`src/rtl/word_cmp_pkg.sv`:
```
// Shared definitions for the sequential multi-word comparator: relation
// mode codes, FSM state encoding and the mode-selected result mux.
package word_cmp_pkg;

  // Relation selected by in_mode, latched on the first beat of an operand.
  localparam logic [1:0] MODE_EQ = 2'b00;
  localparam logic [1:0] MODE_NE = 2'b01;
  localparam logic [1:0] MODE_LT = 2'b10;
  localparam logic [1:0] MODE_GT = 2'b11;

  // Controller states. The encoding is visible on the top-level state port.
  typedef enum logic [1:0] {
    ST_IDLE = 2'd0,
    ST_RUN  = 2'd1,
    ST_DONE = 2'd2
  } state_t;

  // Picks the single-bit result for a mode from the raw relation flags.
  function automatic logic sel_result(
    input logic [1:0] mode,
    input logic       eq,
    input logic       lt,
    input logic       gt
  );
    logic r;
    case (mode)
      MODE_EQ: r = eq;
      MODE_NE: r = ~eq;
      MODE_LT: r = lt;
      MODE_GT: r = gt;
      default: r = 1'b0;
    endcase
    return r;
  endfunction

endpackage

```
`src/rtl/word_cmp_cell.sv`:
```
// One-word unsigned compare cell: reports equality and A>B for a single
// word pair. A<B is implied by ~eq & ~gt, so it is not produced here.
module word_cmp_cell #(
  parameter int WIDTH = 8
) (
  input  logic [WIDTH-1:0] a,
  input  logic [WIDTH-1:0] b,
  output logic             eq,
  output logic             gt
);

  // Pure combinational relation of the two words.
  always_comb begin
    eq = (a == b);
    gt = (a > b);
  end

endmodule

```
`src/rtl/word_cmp_seq.sv`:
```
// Sequential comparator for multi-word unsigned operands streamed
// most-significant word first. The first differing word decides the
// relation; later words are only counted. The result is registered and
// held until the consumer acknowledges it.
//
// Handshake: a beat transfers on a rising edge where in_valid && in_ready;
// the producer holds in_a/in_b/in_last/in_mode stable while in_ready is low.
// A result is offered while out_valid is high and is consumed on the edge
// where out_valid && out_ack; out_ack with out_valid low has no effect.
module word_cmp_seq
  import word_cmp_pkg::*;
#(
  parameter int WIDTH = 8,
  parameter int WORDS = 4
) (
  input  logic                         clk,
  input  logic                         reset,
  input  logic                         in_valid,
  output logic                         in_ready,
  input  logic                         in_last,
  input  logic [WIDTH-1:0]             in_a,
  input  logic [WIDTH-1:0]             in_b,
  input  logic [1:0]                   in_mode,
  output logic                         out_valid,
  input  logic                         out_ack,
  output logic                         out_s,
  output logic                         out_eq,
  output logic                         out_lt,
  output logic                         out_gt,
  output logic [$clog2(WORDS+1)-1:0]   out_count,
  output logic                         out_err,
  output state_t                       state
);

  localparam int CW = $clog2(WORDS + 1);
  localparam logic [CW-1:0] COUNT_MAX = CW'(WORDS);

  // Per-word relation of the current beat.
  logic word_eq;
  logic word_gt;

  word_cmp_cell #(
    .WIDTH (WIDTH)
  ) u_cell (
    .a  (in_a),
    .b  (in_b),
    .eq (word_eq),
    .gt (word_gt)
  );

  // Running state for the operand being streamed.
  logic [1:0]    mode_q;
  logic          decided_q;
  logic          gt_q;
  logic          lt_q;
  logic [CW-1:0] count_q;

  // Values the running state takes if the current beat is accepted.
  logic          accept;
  logic [1:0]    mode_n;
  logic          base_decided;
  logic          decided_n;
  logic          gt_n;
  logic          lt_n;
  logic [CW-1:0] count_n;
  logic          end_n;
  logic          err_n;

  assign in_ready = (state != ST_DONE);
  assign accept   = in_valid && in_ready;

  // Next running state for an accepted beat; the first beat restarts it.
  always_comb begin
    mode_n       = mode_q;
    base_decided = decided_q;
    gt_n         = gt_q;
    lt_n         = lt_q;
    count_n      = count_q + CW'(1);
    if (state == ST_IDLE) begin
      mode_n       = in_mode;
      base_decided = 1'b0;
      gt_n         = 1'b0;
      lt_n         = 1'b0;
      count_n      = CW'(1);
    end
    decided_n = base_decided;
    if (!base_decided && !word_eq) begin
      decided_n = 1'b1;
      gt_n      = word_gt;
      lt_n      = ~word_gt;
    end
    end_n = in_last || (count_n == COUNT_MAX);
    err_n = !in_last && (count_n == COUNT_MAX);
  end

  // Controller FSM with registered result outputs.
  always_ff @(posedge clk) begin
    if (reset) begin
      state     <= ST_IDLE;
      mode_q    <= MODE_EQ;
      decided_q <= 1'b0;
      gt_q      <= 1'b0;
      lt_q      <= 1'b0;
      count_q   <= '0;
      out_valid <= 1'b0;
      out_s     <= 1'b0;
      out_eq    <= 1'b0;
      out_lt    <= 1'b0;
      out_gt    <= 1'b0;
      out_count <= '0;
      out_err   <= 1'b0;
    end else begin
      case (state)
        ST_IDLE, ST_RUN: begin
          if (accept) begin
            mode_q    <= mode_n;
            decided_q <= decided_n;
            gt_q      <= gt_n;
            lt_q      <= lt_n;
            count_q   <= count_n;
            if (end_n) begin
              state     <= ST_DONE;
              out_valid <= 1'b1;
              out_eq    <= ~decided_n;
              out_lt    <= lt_n;
              out_gt    <= gt_n;
              out_s     <= sel_result(mode_n, ~decided_n, lt_n, gt_n);
              out_count <= count_n;
              out_err   <= err_n;
            end else begin
              state <= ST_RUN;
            end
          end
        end
        ST_DONE: begin
          if (out_ack) begin
            state     <= ST_IDLE;
            out_valid <= 1'b0;
            out_s     <= 1'b0;
            out_eq    <= 1'b0;
            out_lt    <= 1'b0;
            out_gt    <= 1'b0;
            out_count <= '0;
            out_err   <= 1'b0;
          end
        end
        default: state <= ST_IDLE;
      endcase
    end
  end

endmodule

```
`config.mk`:
```
export PLATFORM = sky130hd
export DESIGN_NAME = word_cmp_seq
export DESIGN_NICKNAME = d
export VERILOG_FILES = /design/src/rtl/word_cmp_pkg.sv /design/src/rtl/word_cmp_cell.sv /design/src/rtl/word_cmp_seq.sv
export SDC_FILE = /design/constraint.sdc
export NUM_CORES = 1
export LEC_CHECK = 0
export CAP_MARGIN = 10
export CORE_MARGIN = 5
export CORE_UTILIZATION = 54
export CTS_CLUSTER_SIZE = 25
export DETAILED_ROUTE_END_ITERATION = 10
export DONT_BUFFER_PORTS = 1
export GPL_ROUTABILITY_DRIVEN = 1
export MAX_ROUTING_LAYER = met4
export PLACE_DENSITY = 0.69
export RECOVER_POWER = 100
export SLEW_MARGIN = 10
export SYNTH_ARGS = -nofsm -noshare
export SYNTH_HDL_FRONTEND = slang
export SYNTH_SLANG_ARGS = --single-unit
```
`constraint.sdc`:
```
create_clock -name clk -period 2.6 [get_ports clk]
set_clock_uncertainty 0.2 [all_clocks]
set_input_delay 0.52 -clock clk [delete_from_list [all_inputs] [get_ports clk]]
set_output_delay 0.52 -clock clk [all_outputs]
set_load 0.03 [all_outputs]
```
Word level (Yosys, flattened, before mapping)
Index checks and enable logic that the tools add are counted.
{"block": "classes", "bitwise_logic": 2, "mux": 36, "eq_ne": 11, "reduce_logical": 14, "add_sub_neg": 1, "n_lt_le_gt_ge": 1}
{"cell": "$mux W1", "n": 19}
{"cell": "$mux W3", "n": 4}
{"cell": "$pmux W1 S2", "n": 6}
{"cell": "$eq A8 B8 Y1", "n": 1}
{"cell": "$gt A8 B8 Y1", "n": 1}
{"cell": "$mux W2", "n": 4}
{"cell": "$ne A2 B2 Y1 const B", "n": 4}
{"cell": "$eq A2 B2 Y1 const B", "n": 3}
{"cell": "$pmux W3 S2", "n": 1}
{"cell": "$eq A2 B1 Y1 const B", "n": 2}
{"cell": "$logic_not A2 Y1", "n": 2}
{"cell": "$pmux W1 S4", "n": 1}
{"cell": "$pmux W2 S2", "n": 1}
{"cell": "$reduce_and A2 Y1", "n": 2}
{"cell": "$reduce_and A4 Y1", "n": 1}
{"cell": "$add A3 B1 Y3 const B", "n": 1}
{"cell": "$eq A3 B3 Y1 const B", "n": 1}
{"cell": "$logic_and A1 B1 Y1", "n": 3}
{"cell": "$logic_not A1 Y1", "n": 3}
{"cell": "$not A1 Y1", "n": 2}
{"cell": "$reduce_bool A2 Y1", "n": 1}
{"cell": "$reduce_or A2 Y1", "n": 1}
{"cell": "$logic_or A1 B1 Y1", "n": 1}
{"block": "totals", "inputBits": 23, "wordCells": 78, "reg_bits": 19}

Longest topological paths before layout
{"block": "logic_depth", "ltp_word": 10, "ltp_mapped": 8, "depth_no_buf": 8}

Cells and area by module
From an unflattened synthesis, not the netlist that was laid out.
{"block": "hier_totals", "hier_cells": 135, "hier_area_um2": 1239.9}
{"mod": "word_cmp_seq", "area_per_inst_um2": 1019.7, "instances": 1, "cells_each": 107, "seq_area_each_um2": 380.4}
{"mod": "word_cmp_cell", "area_per_inst_um2": 220.2, "instances": 1, "cells_each": 28, "seq_area_each_um2": 0.0}

Worst setup path before layout
Ideal clock, no wire load.
{"block": "synth_timing", "kind": "input -> register", "startpoint": "input port in_b[1]", "endpoint": "register out_s", "setup_time_ps": 87, "slack_ps": 481, "arrival_ps": 1832, "path_buffers": 0, "t_required_ps": 2313, "stages": 7, "path_cell_list": "inv_1 -> ha_1 -> nand4_1 -> a211oi_2 -> xor2_1 -> a211o_1 -> o31ai_1"}
{"block": "synth_via", "elab_chain_cells": 9, "word_cells_on_any_way": 13, "cone_classes": "order compare: 1; eq/ne: 1; mux: 7; bitwise: 2; reduce/logical: 2"}
{"element": "from (decl)", "line": "word_cmp_seq.sv:22", "rtl": "input logic [WIDTH-1:0] in_b,"}
{"element": "branches (longest 5 deep; another with $gt A8 B8 Y1)"}
{"element": "$pmux W1 S4 *", "line": "word_cmp_pkg.sv:26", "rtl": "case (mode)"}
{"element": "$mux W1 *", "line": "word_cmp_seq.sv:121", "rtl": "if (end_n) begin"}
{"element": "$mux W1 *", "line": "word_cmp_seq.sv:115", "rtl": "if (accept) begin"}
{"element": "$pmux W1 S2 *", "line": "word_cmp_seq.sv:113", "rtl": "case (state)"}
{"element": "to (signal assigned)", "line": "word_cmp_seq.sv:127", "rtl": "out_s <= sel_result(mode_n, ~decided_n, lt_n, gt_n);"}
{"element": "to (decl)", "line": "word_cmp_seq.sv:26", "rtl": "output logic out_s,"}
Mark *: on every way between the ends. The select of a mux whose other input is x is not followed.
A chain may end at the register's enable or synchronous reset.

Worst setup path after layout
{"block": "layout_timing", "startpoint": "register state[1]", "endpoint": "register out_s"}
{"block": "layout_via", "elab_chain_cells": 10, "word_cells_on_any_way": 32, "cone_classes": "eq/ne: 10; mux: 12; bitwise: 1; reduce/logical: 9"}
{"element": "from (decl)", "line": "word_cmp_seq.sv:32", "rtl": "output state_t state"}
{"element": "from (signal assigned)", "line": "word_cmp_seq.sv:99", "rtl": "state <= ST_IDLE;"}
{"element": "from (signal assigned)", "line": "word_cmp_seq.sv:122", "rtl": "state <= ST_DONE;"}
{"element": "from (signal assigned)", "line": "word_cmp_seq.sv:131", "rtl": "state <= ST_RUN;"}
{"element": "$logic_not A2 Y1", "line": "word_cmp_seq.sv:79, word_cmp_seq.sv:113"}
{"element": "$mux W1", "line": "word_cmp_seq.sv:79", "rtl": "if (state == ST_IDLE) begin"}
{"element": "$logic_not A1 Y1", "line": "word_cmp_seq.sv:87", "rtl": "if (!base_decided && !word_eq) begin"}
{"element": "$logic_and A1 B1 Y1", "line": "word_cmp_seq.sv:87"}
{"element": "$mux W1", "line": "word_cmp_seq.sv:87"}
{"element": "$not A1 Y1", "line": "word_cmp_seq.sv:127"}
{"element": "$pmux W1 S4", "line": "word_cmp_pkg.sv:26"}
{"element": "$mux W1", "line": "word_cmp_seq.sv:121"}
{"element": "$mux W1", "line": "word_cmp_seq.sv:115"}
{"element": "$pmux W1 S2", "line": "word_cmp_seq.sv:113"}
Parallel ways exist; a longest one is shown, timed or not. The select of a mux whose other input is x is not followed.

==> flow_summary.json <==
{
  "worstHoldPathType": "in -> reg",
  "gr-total-overflow": 0,
  "grt_pass1_vias": 836,
  "crit_path_start_kind": "register",
  "grt_pass1_wl_mm": 3.51,
  "r2r_cells": 5,
  "slew_viol_final": 0,
  "synth_common_cells": "19 x dfxtp_1, 14 x nor2_1, 11 x a21oi_1",
  "startpoint": "state[1]",
  "antenna_cells": 0,
  "ios": 35,
  "routed_via_density": 5.69,
  "synth_warnings": 0,
  "die_w_um": 54.5,
  "leakagePower_nw": 0.479,
  "p_per_area_nw_per_um2": 526,
  "syn-mean-instance-area_sq_um": 8.42,
  "core_area_sq_um": 1920,
  "relSlewSlack": 0.624,
  "synth_edf_count": 0,
  "setup_viol": 0,
  "crit_fanout": 10,
  "cap_violations": 0,
  "cts_tree": "built",
  "final-instance-count-excl-fill": 156,
  "synth_cells": 127,
  "clkSlewWorstSetupHoldPaths_ns": 0.12,
  "htreeDepth": 1,
  "cts_buffers": 3,
  "endpoint_kind": "register",
  "max_freq_ghz": 0.432,
  "yosys.cell_types.count": 38,
  "dieArea_sq_um": 2970,
  "postCtsSetupBuffers": 0,
  "dp.cells": 152,
  "clockBufferDepth": 2,
  "postSynth.asyncResetShare": 0,
  "ir_drop_uv": 445,
  "hpwl_mm": 1.66,
  "drt-pass1-iter-count": 4,
  "path_class": "reg -> reg",
  "ys_top_cells_by_area": "dfxtp_1 36%, ha_1 11%, a21oi_1 5.1%",
  "first_iter_violations": 11,
  "routabilityCongestion": 0.756,
  "grt_antenna_before_repair": 0,
  "initial_core_util": 0.557,
  "ys_ff_latch": 19,
  "ctsHoldBuffers": 0,
  "syn-num-nets": 159,
  "post-route-cell-area_sq_um": 1110,
  "areaGrowthSynthToFinish_pct": 4.21,
  "holdWs_ns": 0.0644,
  "drive_above_1_share": 0.0620,
  "placed_area_sq_um": 1110,
  "min_period_ns": 2.31,
  "hp-start": "reset",
  "cts_root_buffer": "clkbuf_4",
  "grt_max_degree": 21,
  "io_buffers": 0,
  "routedWlPerCell_um": 13.7,
  "num_rows": 16,
  "ant_nets": 0,
  "synthFlopType": "dfxtp_1",
  "crit_required_ns": 2.61,
  "die_height_um": 54.5,
  "rr_startpoint": "state[1]",
  "track_usage": 0.167,
  "worstMarginPinSlew_ns": 0.564,
  "seq_area_frac_synth": 0.356,
  "synth_top_area_frac": 0.356,
  "hold-path-cell-count": 1,
  "nNetsFinal": 162,
  "drc": 0,
  "syn-cell-area_sq_um": 1070,
  "vias": 888,
  "rsz0062_at_grt": "no",
  "yosysMostFrequentCell": "dfxtp_1",
  "hold_viol": 0,
  "tns_ns": 0,
  "insertion_delay_ns": 0.30,
  "status": "finished, final reports clean",
  "yosysTopAreaCell": "dfxtp_1",
  "cts_sinks": 19,
  "fin_crit_sh": 0.890,
  "critPathArrivalTime_ns": 2.32,
  "cts_resized": 0,
  "wirelength_mm": 2.13
}
cells by family (layout without fill, tap and decap cells):
family,Yosys count,after routing,synth area share
multiplexers,4,4,0.0374
buffers and inverters,15,17,0.0573
XOR/XNOR,2,2,0.0164
AO/OA/AOI/OAI,33,33,0.209
flip-flops,19,19,0.356
AND/OR/NAND/NOR,45,45,0.219
adder cells (fa/ha/maj),9,9,0.105
metrics by stage:
stage               power (W)  worst slack (ns)   util
finish               0.000587             0.285  0.580
detailed placement   0.000446             0.293  0.576
floorplan            0.000428             0.481      -
global route         0.000625             0.180  0.580
global placement     0.000442             0.410  0.576
CTS                  0.000597             0.490  0.591
cells in the final DEF, fill, tap and decap left out, drive strengths merged, types with 2 or more instances in the layout:
master,synthesis,routed
ha,9,9
a31oi,2,2
mux2i,4,4
a21oi,11,11
nand2,5,5
nand4,2,2
a211oi,7,7
nand3,9,9
or2,2,2
or2b,2,2
clkbuf,3,5
buf,3,2
nor3,3,3
nand2b,3,3
nor2,15,15
dfxtp,19,19
inv,9,9
o21ai,4,4
a22oi,2,2
registers in the layout, summed over array words and instances (netlist names):
name and flops:
count_q 3, decided_q 1, gt_q 1, lt_q 1, mode_q 2, out_count 3, out_eq 1, out_err 1
out_gt 1, out_lt 1, out_s 1, out_valid 1, state 2
critical path, stage by stage (launching register included):
cell	delay [ns]
dfxtp_1	0.37
or2_0	0.43
a211oi_1	0.53
xor2_1	0.13
a211o_1	0.31
o31ai_1	0.25
routing by layer:
metal,track usage,share of wire
met1,0.195,0.47
met2,0.273,0.44
met3,0.0681,0.081
met4,0.0249,0.0042
met5,-,0
worst paths after layout:
kind	slack, ns	end
max	0.29	out_s
min	0.06	out_eq
max reg2reg	0.29	out_s
min reg2reg	0.29	count_q[1]
power breakdown:
part           internal (W)  switching (W)
Combinational     0.0000420      0.0000611
Sequential         0.000307      0.0000231
Clock             0.0000586      0.0000946
final cells by class:
| cell class | instances | area (sq um) |
|---|---|---|
| clock inverters | 1 | 7.51 |
| repair buffers | 4 | 22.5 |
| inverters | 9 | 33.8 |
| well taps | 27 | 33.8 |
| multi-input cells | 93 | 614 |
| clock buffers | 3 | 22.5 |
| fillers | 192 | 807 |
| flip-flops and latches | 19 | 380 |
Power figures use the tool's default switching activity.
